<file path="src/rtl/multicycle_ctrl_pkg.sv">
// multicycle_ctrl_pkg: shared state, opcode, ALU and mux-select encodings for the multicycle control FSM
package multicycle_ctrl_pkg;
  typedef enum logic [3:0] {
    S_IDLE, S_FETCH, S_DECODE, S_EXEC_R, S_EXEC_M, S_EXEC_B, S_MEM, S_WB_R, S_WB_M, S_TRAP
  } state_t;
  localparam logic [6:0] OP_R  = 7'b0110011;
  localparam logic [6:0] OP_LD = 7'b0000011;
  localparam logic [6:0] OP_SD = 7'b0100011;
  localparam logic [6:0] OP_BR = 7'b1100011;
  localparam logic [2:0] F3_D   = 3'b011;
  localparam logic [2:0] F3_BEQ = 3'b000;
  localparam logic [3:0] ALU_AND = 4'b0000;
  localparam logic [3:0] ALU_OR  = 4'b0001;
  localparam logic [3:0] ALU_ADD = 4'b0010;
  localparam logic [3:0] ALU_SUB = 4'b0110;
  localparam logic [1:0] SA_PC    = 2'b00;
  localparam logic [1:0] SA_OLDPC = 2'b01;
  localparam logic [1:0] SA_RS1   = 2'b10;
  localparam logic [1:0] SB_RS2 = 2'b00;
  localparam logic [1:0] SB_4   = 2'b01;
  localparam logic [1:0] SB_IMM = 2'b10;
  localparam logic [1:0] CAUSE_NONE = 2'b00;
  localparam logic [1:0] CAUSE_ILL  = 2'b01;
  localparam logic [1:0] CAUSE_TMO  = 2'b10;
endpackage

</file>
<file path="src/rtl/multicycle_ctrl_alu_ctl_dec.sv">
// multicycle_ctrl_alu_ctl_dec: maps R-type {funct7_5,funct3} to an ALU operation and flags unsupported encodings
module multicycle_ctrl_alu_ctl_dec
  import multicycle_ctrl_pkg::*;
(
  input  logic       funct7_5,
  input  logic [2:0] funct3,
  output logic [3:0] alu_op,
  output logic       illegal
);
  // only add/sub/and/or are supported; anything else is reported illegal with a harmless ADD
  always_comb begin
    alu_op = ALU_ADD;
    illegal = 1'b0;
    case ({funct7_5, funct3})
      4'b0000: alu_op = ALU_ADD;
      4'b1000: alu_op = ALU_SUB;
      4'b0111: alu_op = ALU_AND;
      4'b0110: alu_op = ALU_OR;
      default: illegal = 1'b1;
    endcase
  end
endmodule

</file>
<file path="src/rtl/multicycle_ctrl.sv">
// multicycle_ctrl: control FSM for the shared multicycle RV64 datapath with memory timeout trap and instret counter
module multicycle_ctrl
  import multicycle_ctrl_pkg::*;
#(
  parameter int CNT_W = 32,
  parameter int MEM_TIMEOUT = 16
) (
  input  logic             clk,
  input  logic             reset,
  input  logic [6:0]       opcode,
  input  logic [2:0]       funct3,
  input  logic             funct7_5,
  input  logic             alu_zero,
  input  logic             mem_ready,
  output logic             mem_req,
  output logic             mem_we,
  output logic             iord,
  output logic             ir_write,
  output logic             pc_write,
  output logic             pc_src,
  output logic [1:0]       alu_src_a,
  output logic [1:0]       alu_src_b,
  output logic [3:0]       alu_op,
  output logic             reg_write,
  output logic             mem_to_reg,
  output logic             trap,
  output logic [1:0]       trap_cause,
  output logic [CNT_W-1:0] instret
);
  localparam int TW = $clog2(MEM_TIMEOUT + 2);
  state_t state_q, state_d;
  logic [1:0] cause_q, cause_d;
  logic [TW-1:0] tmo_q;
  logic [CNT_W-1:0] instret_q;
  logic [3:0] r_op;
  logic r_ill, tmo_hit, retire;

  multicycle_ctrl_alu_ctl_dec u_dec (
    .funct7_5 (funct7_5),
    .funct3   (funct3),
    .alu_op   (r_op),
    .illegal  (r_ill)
  );

  // the wait that would be the MEM_TIMEOUT-th consecutive one traps instead; a ready in that cycle wins
  assign tmo_hit = (MEM_TIMEOUT != 0) && mem_req && !mem_ready && (tmo_q == TW'(MEM_TIMEOUT - 1));
  assign retire = (state_q == S_EXEC_B) || (state_q == S_WB_R) || (state_q == S_WB_M) ||
                  (state_q == S_MEM && mem_ready && opcode == OP_SD);

  // next-state: instruction sequencing, illegal-instruction and timeout traps
  always_comb begin
    state_d = state_q;
    cause_d = cause_q;
    case (state_q)
      S_IDLE:   state_d = S_FETCH;
      S_FETCH:  state_d = mem_ready ? S_DECODE : S_FETCH;
      S_DECODE: begin
        if (opcode == OP_R) state_d = S_EXEC_R;
        else if ((opcode == OP_LD || opcode == OP_SD) && funct3 == F3_D) state_d = S_EXEC_M;
        else if (opcode == OP_BR && funct3 == F3_BEQ) state_d = S_EXEC_B;
        else begin
          state_d = S_TRAP;
          cause_d = CAUSE_ILL;
        end
      end
      S_EXEC_R: begin
        state_d = r_ill ? S_TRAP : S_WB_R;
        cause_d = r_ill ? CAUSE_ILL : cause_q;
      end
      S_EXEC_M: state_d = S_MEM;
      S_MEM:    state_d = !mem_ready ? S_MEM : (opcode == OP_SD) ? S_FETCH : S_WB_M;
      S_EXEC_B, S_WB_R, S_WB_M: state_d = S_FETCH;
      default:  state_d = state_q;
    endcase
    if (tmo_hit) begin
      state_d = S_TRAP;
      cause_d = CAUSE_TMO;
    end
  end

  // state, trap cause, consecutive-wait counter and retired-instruction counter
  always_ff @(posedge clk) begin
    if (!reset) begin
      state_q <= S_IDLE;
      cause_q <= CAUSE_NONE;
      tmo_q <= '0;
      instret_q <= '0;
    end else begin
      state_q <= state_d;
      cause_q <= cause_d;
      tmo_q <= (mem_req && !mem_ready && !tmo_hit) ? tmo_q + 1'b1 : '0;
      instret_q <= instret_q + CNT_W'(retire);
    end
  end

  assign mem_req    = (state_q == S_FETCH) || (state_q == S_MEM);
  assign mem_we     = (state_q == S_MEM) && (opcode == OP_SD);
  assign iord       = (state_q == S_MEM);
  assign ir_write   = (state_q == S_FETCH) && mem_ready;
  assign pc_write   = ((state_q == S_FETCH) && mem_ready) || ((state_q == S_EXEC_B) && alu_zero);
  assign pc_src     = (state_q == S_EXEC_B);
  assign alu_src_a  = (state_q == S_DECODE) ? SA_OLDPC :
                      (state_q == S_EXEC_R || state_q == S_EXEC_M || state_q == S_EXEC_B) ? SA_RS1 : SA_PC;
  assign alu_src_b  = (state_q == S_FETCH) ? SB_4 :
                      (state_q == S_DECODE || state_q == S_EXEC_M) ? SB_IMM : SB_RS2;
  assign alu_op     = (state_q == S_FETCH || state_q == S_DECODE || state_q == S_EXEC_M) ? ALU_ADD :
                      (state_q == S_EXEC_R) ? r_op : (state_q == S_EXEC_B) ? ALU_SUB : '0;
  assign reg_write  = (state_q == S_WB_R) || (state_q == S_WB_M);
  assign mem_to_reg = (state_q == S_WB_M);
  assign trap       = (state_q == S_TRAP);
  assign trap_cause = cause_q;
  assign instret    = instret_q;
endmodule

</file>
<file path="config.mk">
export PLATFORM = sky130hd
export DESIGN_NAME = multicycle_ctrl
export DESIGN_NICKNAME = d
export VERILOG_FILES = /design/src/rtl/multicycle_ctrl_pkg.sv /design/src/rtl/multicycle_ctrl_alu_ctl_dec.sv /design/src/rtl/multicycle_ctrl.sv
export SDC_FILE = /design/constraint.sdc
export NUM_CORES = 1
export LEC_CHECK = 0
export CORE_AREA = 2 2 74 76
export CTS_CLUSTER_DIAMETER = 200
export DETAILED_ROUTE_END_ITERATION = 12
export DIE_AREA = 0 0 76 78
export HOLD_SLACK_MARGIN = 0.05
export PLACE_DENSITY_LB_ADDON = 0.05
export SLEW_MARGIN = 5
export SYNTH_ARGS = -nofsm -noshare
export SYNTH_HDL_FRONTEND = slang
export SYNTH_SLANG_ARGS = --single-unit
</file>
<file path="constraint.sdc">
create_clock -name clk -period 3.7 [get_ports clk]
set_input_delay 1.11 -clock clk [delete_from_list [all_inputs] [get_ports clk]]
set_output_delay 1.11 -clock clk [all_outputs]
set_load 0.02 [all_outputs]
</file>
-- Word level (Yosys, flattened, before mapping)
Index checks and enable logic that the tools add are counted.
- $add $sub $neg: 2
- $mul: 0
- divide/modulo/power cells: 0
- magnitude comparators: 0
- equality and inequality tests: 26
- shift operators: 0
- mux-type cells: 23
- bitwise logic cells: 1
- reduce and logical (&&, ||, !) cells: 37
- operators with widths (cell ; number):
    $mux 4 ; 9
    $add 32x1->32 ; 1
    $eq 4x3->1 const B ; 6
    $pmux 4 s6 ; 1
    $mux 2 ; 10
    $eq 7x6->1 const B ; 2
    $eq 4x4->1 const B ; 3
    $logic_or 1x1->1 ; 12
    $ne 3x3->1 const B ; 4
    $logic_and 1x1->1 ; 10
    $reduce_and 5->1 ; 2
    $pmux 3 s3 ; 1
    $eq 4x2->1 const B ; 2
    $logic_not 4->1 ; 2
    $ne 2x2->1 const B ; 4
    $reduce_or 4->1 ; 2
    $eq 7x2->1 const B ; 1
    $eq 7x7->1 const B ; 1
    $reduce_bool 7->1 ; 1
    $reduce_bool 6->1 ; 1
    $add 5x1->5 const B ; 1
    $eq 5x4->1 const B ; 1
    $eq 4x1->1 const B ; 1
    $pmux 2 s2 ; 1
    9 further kinds ; 10
- flip-flop bits (word level): 43
- latch bits: 0
- bits in writable memories: 0
- bits in read-only memories: 0
- input port bits: 15
- word-level logic and storage cells: 95
- memories: 0

-- Longest topological paths before layout
Gate-level depths: netlist of run 1.
- depth after elaboration: 7
- mapped depth: 13

-- By module
A second synthesis of run 1 with hierarchy kept.
- cells, all modules: 295
- area total of the unflattened synthesis: 2408.6 um^2
- modules (own cells, without submodules) (module ; instances ; cells each ; area each (um^2)):
    multicycle_ctrl ; 1 ; 289 ; 2358.5
    multicycle_ctrl_alu_ctl_dec ; 1 ; 6 ; 50.0

-- Least setup slack after synthesis of run 1
OpenSTA, ideal clock, no wires.
- path type: input -> output
- from: input funct3[1]
- to: output alu_op[1]
- arrival time: 2.040 ns
- required time: 2.590 ns
- slack: 0.550 ns
- cell stages on the path: 3
- path through: and3b_1 > a21o_1 > a211oi_1
- longest elaborated chain between the ends: 4
- elaborated cells between the ends (all ways): 6
- classes of those cells: eq/ne: 3; mux: 3
- RTL lines (element ; RTL line ; RTL):
    start: declaration ; multicycle_ctrl.sv:11 ; input logic [2:0] funct3,
    $eq 4x3->1 / $eq 4x4->1 (equally long branches) ; multicycle_ctrl_alu_ctl_dec.sv:14 ; case ({funct7_5, funct3})
    $pmux 3 s3 (*) ; multicycle_ctrl_alu_ctl_dec.sv:14 ;
    $mux 4 (*) ; multicycle_ctrl.sv:107 ; (state_q == S_EXEC_R) ? r_op : (state_q == S_EXEC_B) ? ALU_SUB : '0;
    $mux 4 (*) ; multicycle_ctrl.sv:106 ; assign alu_op = (state_q == S_FETCH || state_q == S_DECODE || state_q == S_EXEC_M) ? ALU_ADD :
    end: declaration ; multicycle_ctrl.sv:23 ; output logic [3:0] alu_op,
Mark *: on every way between the ends. The rest lies on a longest branch, timed or not.

-- Worst setup path after layout of run 1
- from: input mem_ready
- to: output pc_write
- longest elaborated chain between the ends: 2
- RTL lines (element ; RTL line ; RTL):
    start: declaration ; multicycle_ctrl.sv:14 ; input logic mem_ready,
    $logic_and 1x1->1 ; multicycle_ctrl.sv:100 ; assign pc_write = ((state_q == S_FETCH) && mem_ready) || ((state_q == S_EXEC_B) && alu_zero);
    $logic_or 1x1->1 ; multicycle_ctrl.sv:100 ;
    end: declaration ; multicycle_ctrl.sv:19 ; output logic pc_write,
No other way between the ends.

==> flow_metrics.tcl, run 1 <==
set metrics [dict create \
    ys_ff_latch 43 \
    synthDistinctLibCells 62 \
    timing.fmax_mhz 280.1 \
    muxShareOfSynthArea_pct 1.627 \
    synthArstFlopShare_pct 0 \
    cts_tree "done" \
    finClkSkew_ns 0.01062 \
    ys_top_cells_by_area "dfxtp_1 35%, nor2_1 4.3%, nand2_1 3.7%" \
    die_h_um 78 \
    yosysMostFrequentCell "dfxtp_1" \
    synth_top_family_by_area "simple AND/OR/NAND/NOR gates" \
    design.portCount 66 \
    antenna_cells 0 \
    synthToLayoutAreaGrowth_pct 37.87 \
    grt_pass1_wl_um 9729 \
    p_int_mw 0.8428 \
    slew_violations 0 \
    path_common_cell "clkdlybuf4s50_1" \
    seq_power_share_pct 43.2 \
    multi_input_area_um2 1491 \
    routed_wl_um 5824 \
    outcome "finished, final reports clean" \
    slowest_delay_ns 0.60 \
    p_leak_nw 1.245 \
    root_buffer "clkbuf_8" \
    path_cells "clkdlybuf4s50_1 -> and2_1 -> a21o_1 -> clkdlybuf4s50_1" \
    first_global_vias 2206 \
    clkSinkCount 43 \
    worst_slack_ns 0.1293 \
    switching_power_mw 0.4199 \
    vias_per_cell 5.478 \
    setup_violations 0 \
    yosysTopAreaCellShare_pct 34.98 \
    die_x_um 76 \
    place_ws_ns -0.2270 \
    clockBufferDepth 2 \
    design_area_um2 3393 \
    synth_common_cells "43 x dfxtp_1, 28 x nor2_1, 24 x nand2_1, 16 x a21oi_1, 12 x nand3_1" \
    dr.pass1.iters 4 \
    rsz0062_at_grt "no" \
    crit_fanout 3 \
    p_comb_share_pct 33.7 \
    dpl-instance-area_um2 3282 \
    syn-num-nets 311 \
    max_cap_violations 0 \
    clockPowerShare_pct 23.1 \
    drc 0 \
    drive_gt1_share_pct 13.21 \
    cts_inserted_buffers 5 \
    synth_simple_gate_area_share_pct 34.57 \
    insertion_delay_ns 0.29 \
    worst_path_max_delay_cell "clkdlybuf4s50_1" \
    whs_ns 0.4632 \
    post-route-period-util_pct 96.50 \
    finalHoldViolations 0 \
    start_kind "input pin" \
    power_density_nw_per_um2 372.1 \
    arrival_ns 2.46 \
    place.detailed.hpwl_um 4266 \
    ir_worst_vdd_v 0.0003179 \
    hold_path_class "reg -> reg" \
    yosysWarningCount 0 \
    worstMarginPinSlew_ns 0.6569 \
    io_buffer_count 64 \
    grt_use_total_pct 19.68 \
    die_area_um2 5928 \
    post-route-min-period_ns 3.571 \
    hold_buffers 0 \
    regArea_um2 860.8 \
    syn_avg_cell_area_um2 8.428 \
    fin_util_pct 67.30 \
    wire_per_inst_um 13.21 \
    clk_pin_slew_ns 0.08 \
    synth_compound_area_share_pct 16.22 \
    grt_max_degree 25 \
    row_count 26 \
    p_sw_share_pct 33.26 \
    syn_area_um2 2461 \
    yosysSeqAreaShare_pct 34.98 \
    antenna_left 0 \
    dr_total_vias 2416 \
    path_class "in -> out" \
    nNetsFinal 390 \
    synth_xor_xnor_area_share_pct 5.338 \
    synthFlopType "dfxtp_1" \
    yosysTopAreaCell "dfxtp_1" \
    gp_congestion 0.8316 \
    worst_setup_path_end_kind "output port" \
    slew_headroom_pct 56.15 \
    grt.overflow.total 0 \
    cp_data_required_time_ns 2.59 \
    synth_edf_count 0 \
    r2r_slack_ns 0.88 \
    h-tree-depth 2 \
    start_util_pct 48.81 \
    antenna_found_initial 0 \
    synthCells 292 \
    yosys.area_share.adder_pct 2.034 \
    drt-initial-drc-count 99 \
    num-fill-cells 432 \
    core_area_um2 5042 \
]
critical path, delay by kind of cell:
| family | cells | cell delay [ns] |
|---|---|---|
| AND/OR/NAND/NOR | 1 | 0.16 |
| AO/OA/AOI/OAI | 1 | 0.09 |
| buffers and inverters | 2 | 1.11 |
cell families (layout without fill, tap and decap cells):
group	count (synthesis)	count (layout)
fa+ha+maj	4	4
simple gates	140	140
xor+xnor	15	15
other cells	1	1
mux	4	4
buf+inv	27	106
flops	43	43
compound gates	58	58
final timing paths:
kind	startpoint	endpoint	cells after the start
worst max-delay path	mem_ready	pc_write	4
worst min-delay path	tmo_q[0]	tmo_q[0]	1
worst max register to register	state_q[1]	instret[24]	12
worst min register to register	tmo_q[0]	tmo_q[0]	1
per-stage QoR:
stage	power [mW]	std cells	TNS, ns
3_5_place_dp	0.9878	433	-2.395
6_report	1.263	441	0
3_3_place_gp	0.9885	433	-1.709
2_1_floorplan	0.8056	292	0
4_1_cts	1.275	440	0
5_1_grt	1.336	441	0
power by group through the flow:
stage	registers [mW]	logic (mW)	clock network, mW
finish	0.545	0.426	0.292
global placement	0.554	0.434	0
CTS	0.543	0.432	0.300
detailed placement	0.554	0.434	0
floorplan	0.529	0.276	0
global route	0.550	0.466	0.320
flip-flops by register name, summed over array words and instances, names as in the netlist:
signal	count
instret	32
state_q	4
tmo_q	5
trap_cause	2
area by class of cell:
type	instances	area share, %
clock inverters	1	0.1475
flip-flops and latches	43	25.37
multi-input cells	222	43.95
well taps	70	2.581
repair buffers	89	24.41
inverters	10	1.106
clock buffers	6	2.434
per-layer routing:
layer	share of wire, %	GRT usage, %	vias up
met4	1.3	6.182	0
met2	48	35.54	49
met3	4.2	4.419	7
met5	0	0	-
met1	46	23.26	1131
li1	-	-	1229
cells in the final DEF (no fill, tap or decap), types with 5 or more instances in the layout:
cell type	netlist	final
clkdlybuf4s50_1	0	60
dfxtp_1	43	43
nor2_1	28	28
nand2_1	24	24
buf_4	1	24
a21oi_1	16	16
nand3_1	12	12
xor2_1	10	10
inv_1	9	9
o31ai_1	9	9
nand4_1	9	9
or4_1	8	8
o21ai_0	8	8
nand2b_1	6	6
or3_1	6	6
clkbuf_8	0	6
and3_1	5	5
xnor2_1	5	5
what timing repair did:
| action | 4_1_cts | 5_1_grt |
|---|---|---|
| setup endpoints to repair | 4 | 10 |
| setup buffers | 0 | 1 |
| resized for setup | 4 | 10 |
| pin swaps | 0 | 0 |
No activity file was read; power rests on OpenSTA's default activity.
==> inputs of run 2 (changes only) <==
--- a/config.mk
+++ b/config.mk
@@ -15,3 +15,4 @@
 export SYNTH_ARGS = -nofsm -noshare
 export SYNTH_HDL_FRONTEND = slang
 export SYNTH_SLANG_ARGS = --single-unit
+export TNS_END_PERCENT = 30
==> results of run 2 <==
The final DEF is identical to that of run 1; final timing and power are the same.
